`src/rtl/iob_fifo_t2p_ctrl.sv`:
```
// Synchronous FIFO controller for an external two-port RAM with a 1-cycle registered read.
// Owns the pointers, level and flags; read data passes straight through from the RAM.
module iob_fifo_t2p_ctrl #(
   parameter int DATA_W = 8,
   parameter int ADDR_W = 4
) (
   input  logic              clk_i,
   input  logic              arst_n_i,
   input  logic              w_en_i,
   input  logic [DATA_W-1:0] w_data_i,
   output logic              w_full_o,
   input  logic              r_en_i,
   output logic [DATA_W-1:0] r_data_o,
   output logic              r_valid_o,
   output logic              r_empty_o,
   output logic [ADDR_W:0]   level_o,
   output logic              ovf_o,
   output logic              udf_o,
   output logic              ext_mem_w_en_o,
   output logic [ADDR_W-1:0] ext_mem_w_addr_o,
   output logic [DATA_W-1:0] ext_mem_w_data_o,
   output logic              ext_mem_r_en_o,
   output logic [ADDR_W-1:0] ext_mem_r_addr_o,
   input  logic [DATA_W-1:0] ext_mem_r_data_i
);

   localparam logic [ADDR_W-1:0] PTR_ONE = 1;
   localparam logic [ADDR_W:0]   LVL_ONE = 1;
   localparam logic [ADDR_W:0]   LVL_MAX = {1'b1, {ADDR_W{1'b0}}};

   logic [ADDR_W-1:0] w_ptr;
   logic [ADDR_W-1:0] r_ptr;
   logic [ADDR_W:0]   level_nxt;
   logic              push_ok;
   logic              pop_ok;

   // Flags are registered, so acceptance never depends combinationally on themselves
   assign push_ok = w_en_i & ~w_full_o;
   assign pop_ok  = r_en_i & ~r_empty_o;

   assign ext_mem_w_en_o   = push_ok;
   assign ext_mem_w_addr_o = w_ptr;
   assign ext_mem_w_data_o = w_data_i;
   assign ext_mem_r_en_o   = pop_ok;
   assign ext_mem_r_addr_o = r_ptr;
   assign r_data_o         = ext_mem_r_data_i;

   always_comb begin
      level_nxt = level_o;
      if (push_ok && !pop_ok) begin
         level_nxt = level_o + LVL_ONE;
      end else if (pop_ok && !push_ok) begin
         level_nxt = level_o - LVL_ONE;
      end
   end

   always_ff @(posedge clk_i or negedge arst_n_i) begin
      if (!arst_n_i) begin
         w_ptr     <= '0;
         r_ptr     <= '0;
         level_o   <= '0;
         r_empty_o <= 1'b1;
         w_full_o  <= 1'b0;
         r_valid_o <= 1'b0;
         ovf_o     <= 1'b0;
         udf_o     <= 1'b0;
      end else begin
         if (push_ok) begin
            w_ptr <= w_ptr + PTR_ONE;
         end
         if (pop_ok) begin
            r_ptr <= r_ptr + PTR_ONE;
         end
         level_o   <= level_nxt;
         r_empty_o <= (level_nxt == '0);
         w_full_o  <= (level_nxt == LVL_MAX);
         r_valid_o <= pop_ok;
         if (w_en_i && w_full_o) begin
            ovf_o <= 1'b1;
         end
         if (r_en_i && r_empty_o) begin
            udf_o <= 1'b1;
         end
      end
   end

endmodule
```
`config.mk`:
```
export PLATFORM = sky130hd
export DESIGN_NAME = iob_fifo_t2p_ctrl
export DESIGN_NICKNAME = d
export VERILOG_FILES = /design/src/rtl/iob_fifo_t2p_ctrl.sv
export SDC_FILE = /design/constraint.sdc
export NUM_CORES = 1
export LEC_CHECK = 0
export CAP_MARGIN = 10
export CORE_MARGIN = 2
export CORE_UTILIZATION = 42
export CTS_CLUSTER_SIZE = 40
export DETAILED_ROUTE_END_ITERATION = 16
export PLACE_DENSITY = 0.82
export SYNTH_ARGS = -nofsm -noshare
export SYNTH_HDL_FRONTEND = slang
export SYNTH_SLANG_ARGS = --single-unit
```
`constraint.sdc`:
```
create_clock -name clk_i -period 4.4 [get_ports clk_i]
set_clock_uncertainty 0.15 [all_clocks]
set_input_delay 0.88 -clock clk_i [delete_from_list [all_inputs] [get_ports clk_i]]
set_output_delay 0.88 -clock clk_i [all_outputs]
set_load 0.1 [all_outputs]
```
Yosys cells after proc, flatten, opt, wreduce, memory -nomap -nowiden --
Cells that the tools add are included.
Storage, ports and cells: bits in registers 18, bits of input ports 20, output and inout bits 36, logic and storage cells 26
Cells by class: add/sub/neg operators 4, equal/unequal tests 1, mux-type cells 2, bitwise operators 4, reduce and logical (&&, ||, !) cells 7
Operators with widths (number):
- 5-bit two-way mux | 2
- 4-bit by 1-bit adder with 4-bit output (second input constant) | 2
- 5-bit by 1-bit adder with 5-bit output (second input constant) | 1
- 5-bit == test (second input constant) | 1
- 5-bit logical NOT | 1
- 5-bit by 1-bit subtractor with 5-bit output (second input constant) | 1
- 1-bit logical AND | 4
- 1-bit bitwise AND | 2
- 1-bit logical NOT | 2
- 1-bit NOT | 2

Depth between registers and ports, before layout --
depth in word-level cells 7, gate-level depth with buffers 7, gate-level depth less buffers 6

Worst setup path after synthesis --
Ideal clock, no wire load.
kind reg2reg, from register w_full_o, to register w_full_o, setup time 83 ps, arrival time 2277 ps, required time 4167 ps, path slack 1890 ps, cell stages (with the launch flop) 8, path buffers 1, clock period less this slack 2510 ps, path through dfrtp_1 -> nand2b_4 -> buf_8 -> inv_6 -> nand3_1 -> a21oi_1 -> or3b_4 -> nor3b_2
On the way: cells in the longest elaborated chain, start to end 7, elaborated cells between the ends (all ways) 8, classes of those cells eq/ne: 1; mux: 2; bitwise: 2; reduce/logical: 3
RTL lines:
- start: declaration | line 11 | output logic w_full_o,
- start signal: assignment | line 76 | w_full_o <= (level_nxt == LVL_MAX);
- 1-bit NOT (*) | line 38 | assign push_ok = w_en_i & ~w_full_o;
- 1-bit bitwise AND (*) | line 38
- named net ext_mem_w_en_o | line 19 | output logic ext_mem_w_en_o,
- 1-bit logical NOT | line 52 | end else if (pop_ok && !push_ok) begin
- 1-bit logical AND | line 52
- 5-bit two-way mux | line 52
- 5-bit two-way mux (*) | line 50 | if (push_ok && !pop_ok) begin
- 5-bit == test (*) | line 76
Mark *: on every way through the listed nets, which the timed path passes. The rest lies on a longest branch. A chain may end at the register's enable or synchronous reset.

Final worst setup path --
from register level_o[3], to output level_o[3]
RTL lines:
- start: declaration | line 16 | output logic [ADDR_W:0] level_o,
- start signal: assignment | line 74 | level_o <= level_nxt;
No word-level cell between the ends.

==> results.json <==
{
  "antenna_found_initial": 0,
  "synthToLayoutAreaGrowth_pct": 13.0,
  "gp_congestion": 0.773,
  "drive_above_1_share": 0.190,
  "syn_nets": 121,
  "worst_path_max_delay_cell": "clkdlybuf4s50_1",
  "synthAdderAreaFrac": 0.0468,
  "synth_top_family_by_area": "simple AND/OR/NAND/NOR gates",
  "io_buffer_count": 23,
  "htreeDepth": 1,
  "worst_pin_slew_ps": 990,
  "fmax_mhz": 331,
  "grt_first_pass_wirelength_um": 3180,
  "ctsResizeCount": 0,
  "grt_setup_unrepaired": "false",
  "ys.flop_type": "dfrtp_1",
  "path_clk_slew_ps": 100,
  "avgSynthCellArea_um2": 11.0,
  "fin_area_mm2": 0.00121,
  "arrival_ps": 1990,
  "drt_pre_antenna_iters": 5,
  "start_kind": "flip-flop",
  "detail-route-antenna-nets": 0,
  "clock-sinks": 18,
  "pin_count": 56,
  "async_flop_share": 1.00,
  "grt_max_degree": 19,
  "status": "completed",
  "critical_path_class": "flip-flop to output port",
  "utilization": 0.492,
  "synth-edff-count": 0,
  "overflow": 0,
  "report.final.slew_viol_count": 0,
  "synth_xor_xnor_area_share": 0.0820,
  "tritoncts": "done",
  "wire_per_inst_um": 14.3,
  "synth_common_cells": "dfrtp_1, buf_4, nand2_1",
  "synthSimpleGateAreaFrac": 0.190,
  "clockRootBuffer": "clkbuf_4",
  "drt-total-wl_um": 1930,
  "die_w_um": 54.4,
  "ys_seq_area_frac": 0.423,
  "finalNetCount": 130,
  "netlist_instances": 97,
  "place_hpwl_um": 1470,
  "cts_buffers": 3,
  "first_global_vias": 686,
  "routed_via_density": 5.39,
  "end_kind": "output port",
  "critPathBufInv": 1,
  "path_cells": "clkdlybuf4s50_1",
  "core_area_mm2": 0.00245,
  "dieHeight_um": 54.4,
  "synth_compound_area_frac": 0.0796,
  "drt_iter0_drc": 16,
  "ys_ff_latch": 18,
  "drc": 0,
  "yosysTopAreaCellShare": 0.398,
  "max_slew_margin": 0.338,
  "vias": 727,
  "post-cts-setup-buffers": 0,
  "max-cap-violations": 0,
  "syn_area_mm2": 0.00107,
  "period_share": 0.687,
  "antennaDiodeCount": 0,
  "hold_buffers": 0,
  "clk_path_buf_depth": 2,
  "synth_most_common_cell": "dfrtp_1",
  "die_area_mm2": 0.00296,
  "rows": 18,
  "setup_viol": 0,
  "required_ps": 3370,
  "cp_top_family": "buffers and inverters",
  "ys_warn_count": 0,
  "hold_violations": 0,
  "setup_tns_ps": 0,
  "max_stage_delay_ps": 1190,
  "yosysTopAreaCell": "dfrtp_1",
  "finalCriticalPeriod_ps": 3020,
  "initial_utilization": 0.435,
  "grt_use_total": 0.155,
  "synth.area.top_cells": "dfrtp_1, buf_4, xnor2_1",
  "ys_types": 37,
  "clk-insertion-delay-late_ps": 300,
  "hp-class": "flip-flop to flip-flop",
  "cp_max_fo": 6,
  "placed_area_mm2": 0.00117,
  "synthMuxAreaShare": 0
}
==> cells in the final DEF, fill, tap and decap left out, types with 2 or more instances in the layout <==
cell / n
nor2_1: 2
nand4_1: 2
a21oi_1: 3
clkbuf_4: 3
nand3_1: 2
clkdlybuf4s50_1: 21
nand2b_4: 2
xnor2_1: 9
dfrtp_1: 17
a31oi_1: 2
inv_1: 3
buf_4: 2
ha_1: 4
nand2_1: 10
==> state kept, by name, summed over array words and instances, names as in the netlist <==
| signal | flops |
|---|---|
| ext_mem_r_addr_o | 4 |
| level_o | 5 |
| ovf_o | 1 |
| udf_o | 1 |
| r_valid_o | 1 |
| r_empty_o | 1 |
| ext_mem_w_addr_o | 4 |
| w_full_o | 1 |
==> layout make-up <==
type                    instances  area, um^2
multi-input cells              55         425
fillers                       235        1250
inverters                       5        31.3
clock buffers                   4        36.3
repair buffers                 23         225
well taps                      30        37.5
flip-flops and latches         18         452
==> per-layer routing <==
metal / GRT usage / wire length [um] / up-vias / share of wire
met5: 0 / 0 / - / 0
met4: 0.0500 / 43 / 0 / 0.022
met3: 0.0792 / 186 / 8 / 0.096
met2: 0.261 / 920 / 44 / 0.48
met1: 0.168 / 777 / 340 / 0.40
li1: - / - / 335 / -
==> worst paths after layout <==
kind | startpoint | slack (ps) | cells past startpoint | endpoint
worst min register to register | ovf_o$_DFFE_PN0P_ | 310 | 1 | ovf_o$_DFFE_PN0P_
min in group asynchronous | arst_n_i | 880 | 1 | ext_mem_w_addr_o[0]$_DFFE_PN0P_
worst min-delay path | ovf_o$_DFFE_PN0P_ | 310 | 1 | ovf_o$_DFFE_PN0P_
worst max register to register | level_o[0]$_DFF_PN0_ | 2450 | 6 | w_full_o$_DFF_PN0_
max in group asynchronous | arst_n_i | 2740 | 1 | ext_mem_w_addr_o[1]$_DFFE_PN0P_
worst max-delay path | level_o[3]$_DFF_PN0_ | 1380 | 1 | level_o[3]
==> logic make-up (layout without fill, tap and decap cells) <==
logic type               count (synthesis)  count (layout)
AO/OA/AOI/OAI                           12              12
XOR/XNOR                                10              10
adder cells (fa/ha/maj)                  4               4
buffers and inverters                   24              32
flip-flops                              18              18
AND/OR/NAND/NOR                         29              29
==> per-stage QoR <==
stage                     instances  hold WS, ps  worst slack (ps)
after floorplan                  97          434              1890
after global placement          131          289              1450
after detailed placement        131          295              1420
after CTS                       135          319              1350
after global routing            135          336              1280
final                           135          311              1380
Power is not shown: default switching activity piles up to over one toggle a cycle in this logic, so the estimate is an artifact.
==> variant 1: new RTL, same flow settings <==
`ADDR_W`: 4 -> 5.
--- a/src/rtl/iob_fifo_t2p_ctrl.sv
+++ b/src/rtl/iob_fifo_t2p_ctrl.sv
@@ -4,3 +4,3 @@
    parameter int DATA_W = 8,
-   parameter int ADDR_W = 4
+   parameter int ADDR_W = 5
 ) (
Ports: changed (resized ext_mem_r_addr_o, ext_mem_w_addr_o and level_o); port bits go from 56 to 59. The function was not compared with the original's and may differ.
==> variant 1 against the unedited design <==
Critical path depth rose by 3. Wire length rose by 3.3%. Register-to-register slack got worse by 0.24 ns. Cell count rose by 8.1%. Synthesized cell count rose by 5.2%. Setup slack got worse by 0.16 ns. Sequential cell count rose by 3. Final area rose by 12%. Synthesized area rose by 9.1%. First-iteration DRC count rose by 25%.
Power is left out: the tool's default activity adds up to more than one toggle a clock period on the data nets, which glitch-free logic cannot reach.
==> variant 1: results (changes against the unedited design) <==
Post-Synth XOR/XNOR Area=9.66% (+1.5 points); reg2reg end=w_full_o; TritonCTS Buffers=3 (unchanged); CP arrival=2.16 ns (+0.17 ns); Final HPWL DP=1.53 mm (+4.4%); GP Congestion=0.887 (+15%); PortBufs=26 (+13%); grt met3 use=2.76% (-5.2 points); grt met1 use=14.9% (-1.9 points); critical path's slowest cell=clkdlybuf4s50_1; Crit path largest cell delay=0.48 ns (-0.71 ns); Compound-Gate Fraction of Synth Area=7.51% (-0.45 points); H-Tree Depth=1 (unchanged); Syn Nets=126 (+4.1%); Distinct cells, synth=33 (-11%); global-route wire length before repair=3.17 mm (-0.19%); Routed wire per std cell=13.6 um (-4.5%); Largest Register=level_o; vias in the first global route=708 (+3.2%); mux contribution to synthesized area=0% (unchanged); Reg2Reg Depth=6 (unchanged); max reg flops=6 (+1); Main synth FF type=dfrtp_1; Clock Latency Late Sink=0.31 ns; Global Route met2 Usage=21.6% (-4.5 points); Inst Count DP=142 (+8.4%); Syn Area/Cell=11.4 sq um (+3.8%); largest net degree at the start of global routing=22 (+3); vias=759 (+4.4%); number of cells on the worst hold path=1 (unchanged); Tightest Hold Check Type=register to register; Worst Path Max Fanout=7 (+1); DR iter-0 viols=20 (+4); top cells by area, synth=dfrtp_1 43%, buf_4 10%, xnor2_1 8.3%; Seq/Total Area, Yosys=45.2% (+2.9 points); number of diodes=0 (unchanged); Post-CTS Setup Bufs=0 (unchanged); status=finished, final reports clean; share of cells above drive strength 1=19.1% (+0.083 points); reg2reg setup slack=2.21 ns (-0.24 ns); RR Startpoint=level_o[0]; Pre-antenna DRT Iters=4 (-1); slew of the pin with the lowest slew margin=0.978 ns (-0.0118 ns); Synth Warn #=0 (unchanged); Post-Synth Adder-Cell Area=4.29% (-0.39 points); crit-path leading delay family=buffers and inverters; Post-Route WL=1.99 mm (+3.3%); GRT Total Usage=12.7% (-2.8 points); top cells by count, synth=20 x dfrtp_1, 16 x buf_4, 11 x xnor2_1, 8 x nand2_1
variant 1: per-stage QoR:
stage / setup slack [ns] / area (sq um) / hold WS (ns) / util (%)
4_1_cts: 1.21 / 1360 / 0.321 / 50.5
6_report: 1.21 / 1360 / 0.320 / 50.5
3_5_place_dp: 1.21 / 1330 / 0.293 / 49.5
2_1_floorplan: 1.87 / 1170 / 0.434 / -
5_1_grt: 1.15 / 1360 / 0.349 / 50.5
3_3_place_gp: 1.24 / 1330 / 0.291 / 49.5
variant 1: worst max path at each step:
stage | from | to | slack (ns)
after global routing | w_en_i | ext_mem_w_en_o | 1.15
after floorplan | level_o[0] | w_full_o | 1.87
after detailed placement | w_en_i | ext_mem_w_en_o | 1.21
final | w_en_i | ext_mem_w_en_o | 1.21
after global placement | w_en_i | ext_mem_w_en_o | 1.24
after CTS | w_en_i | ext_mem_w_en_o | 1.21
variant 1: area by class of cell:
| type | count | area [sq um] |
|---|---|---|
| fillers | 222 | 1330 |
| flip-flops and latches | 21 | 527 |
| multi-input cells | 59 | 477 |
| repair buffers | 26 | 255 |
| well taps | 31 | 38.8 |
| inverters | 5 | 31.3 |
| clock buffers | 3 | 22.5 |
| clock inverters | 1 | 5.00 |
variant 1: layer usage:
layer  wire, um  vias up
li1           -      359
met1        822      348
met2        941       44
met3        184        8
met4         42        0
met5          0        -
variant 1: worst reg2reg max path: cells and delay by family, from the launching register on:
family	cells	cell delay (ns)
AND/OR/NAND/NOR	2	0.68
flip-flops	1	0.49
adder cells (fa/ha/maj)	1	0.35
AO/OA/AOI/OAI	2	0.30
buffers and inverters	1	0.11
variant 1: cells by family after synthesis:
| kind of cell | count (synthesis) |
|---|---|
| and+or+nand+nor | 33 |
| buffers and inverters | 22 |
| DFF | 21 |
| xor gates and xnor gates | 12 |
| AOI/OAI and AO/OA | 10 |
| adders and majority gates | 4 |
==> variant 2: new RTL, same settings <==
Without the edit above. Reset style: synchronous (`arst_n_i`), changed in one clocked block.
--- a/src/rtl/iob_fifo_t2p_ctrl.sv
+++ b/src/rtl/iob_fifo_t2p_ctrl.sv
@@ -56,3 +56,3 @@
 
-   always_ff @(posedge clk_i or negedge arst_n_i) begin
+   always_ff @(posedge clk_i) begin
       if (!arst_n_i) begin
Formal check against the unedited RTL: differs if arst_n_i is asserted again (counterexample within 4 cycles, from zero or initial values and one cycle with arst_n_i low); with arst_n_i held inactive, the same outputs for 10 cycles.
==> variant 2 against the unedited design <==
Final area shrank 5.6%. Cell count increased by 5.9%. Sequential cell count unchanged. Synthesized area is 9.5% lower. Wire length fell by 12%. First-iteration DRC count decreased by 25%. Register-to-register slack improved by 0.06 ns. Critical path depth is the same. Setup slack better by 0.041 ns. Sequential share of layout area is 5.8 points lower. Core utilization up 2.8 points. Synthesized cell count grew 8.2%.
==> variant 2: results (changes against the unedited design) <==
status=finished, final reports clean; DR iter-0 viols=12 (-4); clock slew at reported path FFs=0.10 ns (about the same); Seq/Total Area, Yosys=37.3% (-5.0 points); Routed wire per std cell=11.9 um (-17%); worst vdd ir=0.253 mV; PortBufs=23 (unchanged); cts repair resizes=0 (unchanged); vias=719 (-1.1%); Clock Latency Late Sink=0.30 ns (about the same); Worst Path Max Fanout=7 (+1); number of diodes=0 (unchanged); root buf cell=clkbuf_4; critical path's slowest cell=clkdlybuf4s50_1; Tightest Hold Check Type=register to register; Clock Path Buffers=2 (unchanged); vias in the first global route=663 (-3.4%); Syn Nets=129 (+6.6%); Nets=140 (+7.7%); top cells by area, synth=dfxtp_1 37%, buf_4 12%, nor2_1 5.8%; Leak Pwr=0.000433 uW; top cells by count, synth=18 x dfxtp_1, 16 x buf_4, 15 x nor2_1, 6 x nand2_1, 5 x xnor2_1; TritonCTS Buffers=3 (unchanged); GRT Total Usage=14.3% (-1.2 points); GP Congestion=0.757 (-2.2%); share of cells above drive strength 1=13.9% (-5.1 points); Main synth FF type=dfxtp_1; Distinct cells, synth=30 (-19%); Final HPWL DP=1.30 mm (-11%); initial antenna violation count=0 (unchanged); H-Tree Depth=1 (unchanged); largest net degree at the start of global routing=16 (-3); CP arrival=1.95 ns (-0.04 ns); Post-CTS Setup Bufs=0 (unchanged); Synth Warn #=0 (unchanged); max reg flops=5 (unchanged); crit-path leading delay family=buffers and inverters; global-route wire length before repair=2.86 mm (-10%); Slew HR=35.1% (+1.3 points); Largest Register=level_o; Crit path largest cell delay=1.18 ns; ys async rst share=0% (-100 points); Pre-antenna DRT Iters=4 (-1); pre-CTS setup slack=1.44 ns (+0.0211 ns)
-- variant 2: cell count changes in the layout (fill, tap and decap cells not counted), moves of 2 or more --
| cell | change |
|---|---|
| and2_1 | +2 |
| dfrtp_1 | -17 |
| dfxtp_1 | +18 |
| nand2_1 | -4 |
| nor2_1 | +13 |
| nor3_1 | +2 |
| xnor2_1 | -4 |
| xor2_1 | +3 |
-- variant 2: report_power, final --
group          internal [uW]  total, uW  switching [uW]
logic                    102        369             267
clock network           50.6        104            53.0
registers                187        215            28.9
-- variant 2: path summary, 6_finish.rpt --
check	slack (ns)	cells after the start	start	endpoint
worst max-delay path	1.42	1	level_o[1]	level_o[1]
worst min-delay path	0.35	2	ovf_o	ovf_o
worst max register to register	2.51	5	level_o[0]	w_full_o
worst min register to register	0.35	2	ovf_o	ovf_o
-- variant 2: final cells by class --
class / instances / area [sq um]
Fill cell: 209 / 1050
Multi-Input combinational cell: 65 / 452
Sequential cell: 18 / 360
Timing Repair Buffer: 23 / 225
Clock buffer: 4 / 36.3
Tap cell: 28 / 35.0
Inverter: 5 / 31.3
-- variant 2: through the flow --
step / utilization (%) / instance area, sq um / instances
after CTS: 52.0 / 1140 / 143
after floorplan: - / 967 / 105
final: 52.0 / 1140 / 143
after global placement: 50.4 / 1100 / 139
after detailed placement: 50.4 / 1100 / 139
after global routing: 52.0 / 1140 / 143
-- variant 2: cell families after synthesis --
logic type,Yosys count,share of synthesized area [%]
AO/OA/AOI/OAI,11,8.67
adder cells (fa/ha/maj),4,5.17
flip-flops,18,37.3
buffers and inverters,22,16.0
AND/OR/NAND/NOR,41,24.7
XOR/XNOR,9,8.15
-- variant 2: per-layer routing --
layer / up-vias / routed length [um] / track usage (%) / share of wire, %
li1: 357 / - / - / -
met1: 326 / 741 / 17.6 / 44
met2: 29 / 763 / 22.2 / 45
met3: 7 / 147 / 2.87 / 8.7
met4: 0 / 44 / 10.1 / 2.6
met5: - / 0 / 0 / 0
